<file path="src/rtl/dlx_mem_pkg.sv">
// Shared types for the DLX data-memory write-buffer unit: FSM encoding,
// default geometry and the buffered-store entry layout.
package dlx_mem_pkg;

  localparam int WBUF_DEPTH = 4;
  localparam int WBUF_AW    = 32;
  localparam int WBUF_DW    = 32;

  typedef enum logic [1:0] {
    IDLE    = 2'b00,
    RD_REQ  = 2'b01,
    WR_REQ  = 2'b10,
    RD_DONE = 2'b11
  } mem_state_t;

  typedef struct packed {
    logic [WBUF_AW-1:0] addr;
    logic [WBUF_DW-1:0] data;
  } wbuf_ent_t;

endpackage

</file>
<file path="src/rtl/dlx_wbuf_fifo.sv">
// Circular posted-store buffer with a parallel address-match network that
// returns the youngest matching entry for load forwarding.
module dlx_wbuf_fifo
  import dlx_mem_pkg::*;
#(
  parameter int  DEPTH = WBUF_DEPTH,
  parameter int  AW    = WBUF_AW,
  parameter int  DW    = WBUF_DW,
  localparam int PW    = $clog2(DEPTH)
) (
  input  logic          clk,
  input  logic          rst_n,
  input  logic          push,
  input  logic [AW-1:0] push_addr,
  input  logic [DW-1:0] push_data,
  input  logic          pop,
  input  logic [AW-1:0] lk_addr,
  output logic          full,
  output logic          empty,
  output logic [AW-1:0] head_addr,
  output logic [DW-1:0] head_data,
  output logic          hit,
  output logic [DW-1:0] hit_data
);

  typedef struct packed {
    logic [AW-1:0] addr;
    logic [DW-1:0] data;
  } ent_t;

  ent_t             mem_q [DEPTH];
  logic [PW-1:0]    head_q, head_d, tail_q, tail_d, idx;
  logic [PW:0]      count_q, count_d;
  logic [DEPTH-1:0] match;

  always_comb begin
    head_d  = head_q + PW'(pop);
    tail_d  = tail_q + PW'(push);
    count_d = count_q + (PW+1)'(push) - (PW+1)'(pop);
  end

  always_ff @(posedge clk or negedge rst_n) begin
    if (!rst_n) begin
      head_q  <= '0;
      tail_q  <= '0;
      count_q <= '0;
    end else begin
      head_q  <= head_d;
      tail_q  <= tail_d;
      count_q <= count_d;
    end
  end

  // Storage needs no reset: slot validity comes from head/count.
  always_ff @(posedge clk) begin
    if (push) mem_q[tail_q] <= {push_addr, push_data};
  end

  assign full      = (count_q == (PW+1)'(DEPTH));
  assign empty     = (count_q == '0);
  assign head_addr = mem_q[head_q].addr;
  assign head_data = mem_q[head_q].data;

  for (genvar g = 0; g < DEPTH; g++) begin : g_ent
    logic [PW-1:0] age;
    assign age      = PW'(g) - head_q;
    assign match[g] = ({1'b0, age} < count_q) && (mem_q[g].addr == lk_addr);
  end

  assign hit = |match;

  // Walk oldest to youngest so the last match seen is the youngest store.
  always_comb begin
    hit_data = '0;
    idx      = '0;
    for (int i = 0; i < DEPTH; i++) begin
      idx = head_q + PW'(i);
      if (match[idx]) hit_data = mem_q[idx].data;
    end
  end

endmodule

</file>
<file path="src/rtl/dlx_dmem_wbuf.sv">
// DLX data-memory interface: posted write buffer with load forwarding, and a
// single-outstanding req/ack bus shared by read misses and buffer drains.
module dlx_dmem_wbuf
  import dlx_mem_pkg::*;
#(
  parameter int DEPTH = WBUF_DEPTH,
  parameter int AW    = WBUF_AW,
  parameter int DW    = WBUF_DW
) (
  input  logic          PHI1,
  input  logic          MRST,
  input  logic [AW-1:0] DAddr,
  input  logic          DRead,
  input  logic          DWrite,
  input  logic [DW-1:0] DOut,
  output logic [DW-1:0] DIn,
  output logic          Stall,
  output logic [AW-1:0] BAddr,
  output logic [DW-1:0] BWData,
  output logic          BWrite,
  output logic          BReq,
  input  logic          BAck,
  input  logic [DW-1:0] BRData
);

  mem_state_t    state_q, state_d;
  logic          breq_q, breq_d, bwrite_q, bwrite_d;
  logic [AW-1:0] baddr_q, baddr_d;
  logic [DW-1:0] bwdata_q, bwdata_d, rd_data_q, rd_data_d;

  logic          rd, wr, rd_miss, rd_done, push, pop;
  logic          full, empty, hit;
  logic [AW-1:0] head_addr;
  logic [DW-1:0] head_data, hit_data;

  dlx_wbuf_fifo #(.DEPTH(DEPTH), .AW(AW), .DW(DW)) u_fifo (
    .clk       (PHI1),
    .rst_n     (MRST),
    .push      (push),
    .push_addr (DAddr),
    .push_data (DOut),
    .pop       (pop),
    .lk_addr   (DAddr),
    .full      (full),
    .empty     (empty),
    .head_addr (head_addr),
    .head_data (head_data),
    .hit       (hit),
    .hit_data  (hit_data)
  );

  always_comb begin
    rd      = DRead;
    wr      = DWrite & ~DRead;
    rd_miss = rd & ~hit;
    rd_done = (state_q == RD_DONE);
    // Full is the registered count, so a same-cycle pop still stalls once.
    push    = wr & ~full;
    Stall   = MRST & ((rd_miss & ~rd_done) | (wr & full));
    DIn     = (rd & hit & ~rd_done) ? hit_data : rd_data_q;

    state_d   = state_q;
    breq_d    = breq_q;
    bwrite_d  = bwrite_q;
    baddr_d   = baddr_q;
    bwdata_d  = bwdata_q;
    rd_data_d = rd_data_q;
    pop       = 1'b0;

    case (state_q)
      IDLE: begin
        if (rd_miss) begin
          state_d  = RD_REQ;
          breq_d   = 1'b1;
          bwrite_d = 1'b0;
          baddr_d  = DAddr;
        end else if (!empty) begin
          state_d  = WR_REQ;
          breq_d   = 1'b1;
          bwrite_d = 1'b1;
          baddr_d  = head_addr;
          bwdata_d = head_data;
        end
      end
      RD_REQ: begin
        // Entered from a drain with BReq low: issue after the mandatory idle cycle.
        if (!breq_q) begin
          breq_d   = 1'b1;
          bwrite_d = 1'b0;
          baddr_d  = DAddr;
        end else if (BAck) begin
          rd_data_d = BRData;
          breq_d    = 1'b0;
          state_d   = RD_DONE;
        end
      end
      WR_REQ: begin
        if (BAck) begin
          pop     = 1'b1;
          breq_d  = 1'b0;
          state_d = rd_miss ? RD_REQ : IDLE;
        end
      end
      RD_DONE: state_d = IDLE;
      default: state_d = IDLE;
    endcase
  end

  always_ff @(posedge PHI1 or negedge MRST) begin
    if (!MRST) begin
      state_q   <= IDLE;
      breq_q    <= 1'b0;
      bwrite_q  <= 1'b0;
      baddr_q   <= '0;
      bwdata_q  <= '0;
      rd_data_q <= '0;
    end else begin
      state_q   <= state_d;
      breq_q    <= breq_d;
      bwrite_q  <= bwrite_d;
      baddr_q   <= baddr_d;
      bwdata_q  <= bwdata_d;
      rd_data_q <= rd_data_d;
    end
  end

  assign BReq   = breq_q;
  assign BWrite = bwrite_q;
  assign BAddr  = baddr_q;
  assign BWData = bwdata_q;

  a_rd_wr_excl: assert property (@(posedge PHI1) disable iff (!MRST) !(DRead && DWrite))
    else $error("dlx_dmem_wbuf: DRead and DWrite asserted together");

endmodule
</file>
<file path="config.mk">
export PLATFORM = sky130hd
export DESIGN_NAME = dlx_dmem_wbuf
export DESIGN_NICKNAME = d
export VERILOG_FILES = /design/src/rtl/dlx_mem_pkg.sv /design/src/rtl/dlx_wbuf_fifo.sv /design/src/rtl/dlx_dmem_wbuf.sv
export SDC_FILE = /design/constraint.sdc
export NUM_CORES = 1
export LEC_CHECK = 0
export ABC_AREA = 1
export CORE_ASPECT_RATIO = 0.5
export CORE_MARGIN = 2
export CORE_UTILIZATION = 39
export DETAILED_ROUTE_END_ITERATION = 8
export GPL_TIMING_DRIVEN = 0
export HOLD_SLACK_MARGIN = 0.08
export PLACE_DENSITY = 0.7
export SYNTH_ARGS = -nofsm -noshare
export SYNTH_HDL_FRONTEND = slang
export SYNTH_SLANG_ARGS = --single-unit
</file>
<file path="constraint.sdc">
create_clock -name PHI1 -period 11.32 [get_ports PHI1]
set_input_delay 1.698 -clock PHI1 [delete_from_list [all_inputs] [get_ports PHI1]]
set_output_delay 1.698 -clock PHI1 [all_outputs]
set_load 0.01 [all_outputs]
</file>
==> results.md, run 1 <==
* WL final at ~67,000 um
* Yosys top cell by area: edfxtp_1
* Top-area cell type share of the netlist area at 0.3736
* Antenna violations before repair at 2
* #FFs+latches synth at roughly 360
* Detailed placement HPWL at between 40,000 and 50,000 um
* GPL Wtd Cong at approximately 0.93
* Initial drt markers at roughly 2,300
* Slew headroom at 0.3542
* Area Growth Syn to Fin at 21.99%
* Num ports at 200
* DRC errors left at 0
* Top cells by area, synth: edfxtp_1 37%, nand2_1 18%, dfrtp_1 13%
* HP Start: BWrite
* CP Max Fanout at 10
* H-tree depth at 2
* Grt met3 use at 0.05134
* Register area share after synthesis at 0.5037
* Worst hold-check path type: flip-flop to flip-flop
* Syn avg cell area at 8.063 um2
* Hold-fix buffers, CTS at 0
* WP data arrival at ~5.5 ns
* Clk_skew at approximately 0.030 ns
* RSZ-0062 raised after global routing: false
* Fillers at ~4,900
* I/O Buffers at 199
* Die Ht at 166.4 um
* Vias at between 15,000 and 20,000
* FMAX at approximately 0.14 GHz
* Post-synth cell types at 41
* Die Width at ~330 um
* Crit path kind: flip-flop to output pin
* CTS tree: built
* Final Non-Filler Cells at about 3,600
* Fin crit period at around 7.2 ns
* Vias per cell at between 5 and 6
* MaxCap Viol Count at 0
* Post-route ant nets at 0
* Worst setup path start: u_fifo.head_q[0]
* GR peak layer: met2
* Layout cells sized above 1 at 0.09270
* Pwr dens at ~270 nW/um2
* Quantity of gates resized following cts at 0
* Tightest Pin Transition at around 0.96 ns
* Setup TNS Final at 0 ns
* Sink Count at 363
* P_leak at around 12 nW
* Worst R2R Start: u_fifo.head_q[0]
* Cell Area, Synth at slightly above 20,000 um2
* YS warnings at 0
* Worst-Skew Late Latency at between 0.5 and 0.6 ns
* Post-CTS Setup Inserts at 0
* Grt met1 use at 0.3110
* First-pass DRT Iterations at 8
* Reg clk slew, reported paths at 0.07 ns
* Gr ovfl total at 0
* Std-Cell Rows at between 50 and 60
* Largest net degree at the start of global routing at 56
* First-pass GRT wire length at just over 100,000 um
* Root buf cell: clkbuf_16
* Hold Vio Cnt, Final at 0
* Mapped Cells at between 2,000 and 3,000
* Core area at 52,040 um2
* Tot GR Track Use at 0.2399
* Maximum vdd drop at between 0.15 and 0.2 mV
* Bufs on Longest Clock Path at 3
* WL per Instance at 18.97 um
* Layout Nets at between 2,000 and 3,000
* DIE AREA at ~55,000 um2
* Critical Path RT at about 9.6 ns
* Initial Util at 0.3954
* Max-slew violations at 0
* Vias in the first global route at between 15,000 and 20,000
* Global Route met2 Usage at 0.3977
* Placed insts at between 3,000 and 4,000
* TritonCTS Buffers at 37
* Critical path launch point type: flip-flop
* Setup-failing EPs final at 0
* Final period util at 0.6325
* CP endpoint kind: output pin
* Outcome: complete, no violations
* Syn_nets at ~2,700
[registers in the layout, indices dropped and copies added, names as in the netlist]
signal	cells
BAddr	32
u_fifo.tail_q	2
state_q	2
rd_data_q	32
u_fifo.head_q	2
u_fifo.count_q	3
u_fifo.mem_q	256
BReq	1
BWData	32
BWrite	1
[Yosys cell counts, drive strengths merged]
cell type / instances
mux2: 32
a21oi: 5
o21ai: 331
nand3: 91
and2: 3
o211ai: 1
o21a: 5
nor2: 57
fa: 1
ha: 8
nand4: 25
clkbuf: 42
a31oi: 2
xnor2: 53
o221a: 12
o211a: 11
nand2: 981
xor2: 11
inv: 333
a22oi: 31
buf: 105
nor3: 5
dfrtp: 107
or2: 2
a21boi: 1
and3: 7
clkinv: 1
nand3b: 33
edfxtp: 256
[final timing paths]
path                         endpoint  slack [ns]  depth (start not counted)
setup / recovery               DIn[8]        4.16                         20
max in group asynchronous   BWData[0]        9.51                          2
hold / removal                 BWrite        0.48                          2
min in group asynchronous  BWData[22]        1.11                          1
hold reg to reg                BWrite        0.48                          2
setup reg to reg             BAddr[2]        6.95                         18
[cell families after synthesis]
family,after synthesis,synth area share
adder cells (fa/ha/maj),9,0.005838
AO/OA/AOI/OAI,399,0.1081
flip-flops,363,0.5037
buffers and inverters,481,0.09790
AND/OR/NAND/NOR,1204,0.2397
multiplexers,32,0.01751
XOR/XNOR,64,0.02724
[critical path: stages, from the launching register on]
cell,delay (ns)
dfrtp_1,0.42
inv_2,0.07
nor2_2,0.22
inv_1,0.07
nand2_1,0.31
clkbuf_1,0.50
clkbuf_1,0.52
ha_1,0.34
a21oi_1,0.17
nor2_1,0.05
nor2_1,0.21
nand4_1,0.20
nand3_1,0.35
nand2_2,0.21
buf_2,0.31
nand2_1,0.12
nand2_1,0.06
nand2_1,0.05
nand2_1,0.10
nand2_1,0.08
clkdlybuf4s50_1,0.52
[cell usage in the layout, fill, tap and decap left out, drive strengths merged, types with 3 or more instances in the layout]
master,n
nand4,25
and2,3
mux2,32
buf,137
nand3b,33
clkinv,15
dfrtp,107
and3,7
inv,335
ha,8
nor2,57
o221a,12
xor2,11
bufinv,4
nand3,91
nand2,981
xnor2,53
edfxtp,256
a21oi,5
o21a,5
nor3,5
o211a,11
clkdlybuf4s50,198
o21ai,331
a22oi,31
clkbuf,86
[routing by layer]
layer,up-vias,share of wire
met1,8717,0.40
li1,8757,-
met3,140,0.094
met4,0,0.032
met5,-,0
met2,915,0.47
[metrics by stage]
stage	utilization	worst slack, ns	total power [mW]	area (um2)	hold WS [ns]
final	0.4823	4.160	6.729	25100	0.4758
after global routing	0.4823	3.923	7.153	25100	0.5017
after CTS	0.4822	4.349	6.665	25100	0.4777
after detailed placement	0.4579	4.449	5.371	23830	0.4632
after global placement	0.4505	-0.2952	5.289	23450	0.4580
after floorplan	-	4.454	4.036	20580	0.4798
[power breakdown]
group,switching (mW),internal [mW]
Sequential,0.155,1.73
Clock,0.549,0.740
Combinational,2.29,1.27
[layout make-up]
type | count | area, um2 | area share
inverters | 334 | 1254 | 0.04995
well taps | 701 | 877.1 | 0.03494
clock buffers | 44 | 1015 | 0.04042
flip-flops and latches | 363 | 10360 | 0.4129
multi-input cells | 1708 | 8218 | 0.3274
clock inverters | 22 | 249.0 | 0.009919
diodes | 2 | 5.005 | 0.0001994
repair buffers | 230 | 2359 | 0.09396
plain buffers | 147 | 760.7 | 0.03031
(Power assumes the default switching activity.)
==> run 2, diff against run 1 <==
Clock period 11.32 ns to 6.8 ns, I/O delays scaled along.
==> results of run 2 <==
Same layout as run 1 (identical final DEF). Status: complete, no violations.
Among the figures that moved: setup slack after placement 4.449 ns -> 1.125 ns; setup slack after layout 4.160 ns -> 0.3184 ns; hold slack 0.4758 ns -> 0.4349 ns; register-to-register setup slack 6.95 ns -> 2.43 ns; total power 6.729 mW -> 11.20 mW; worst IR drop on VDD 0.1769 mV -> 0.2945 mV
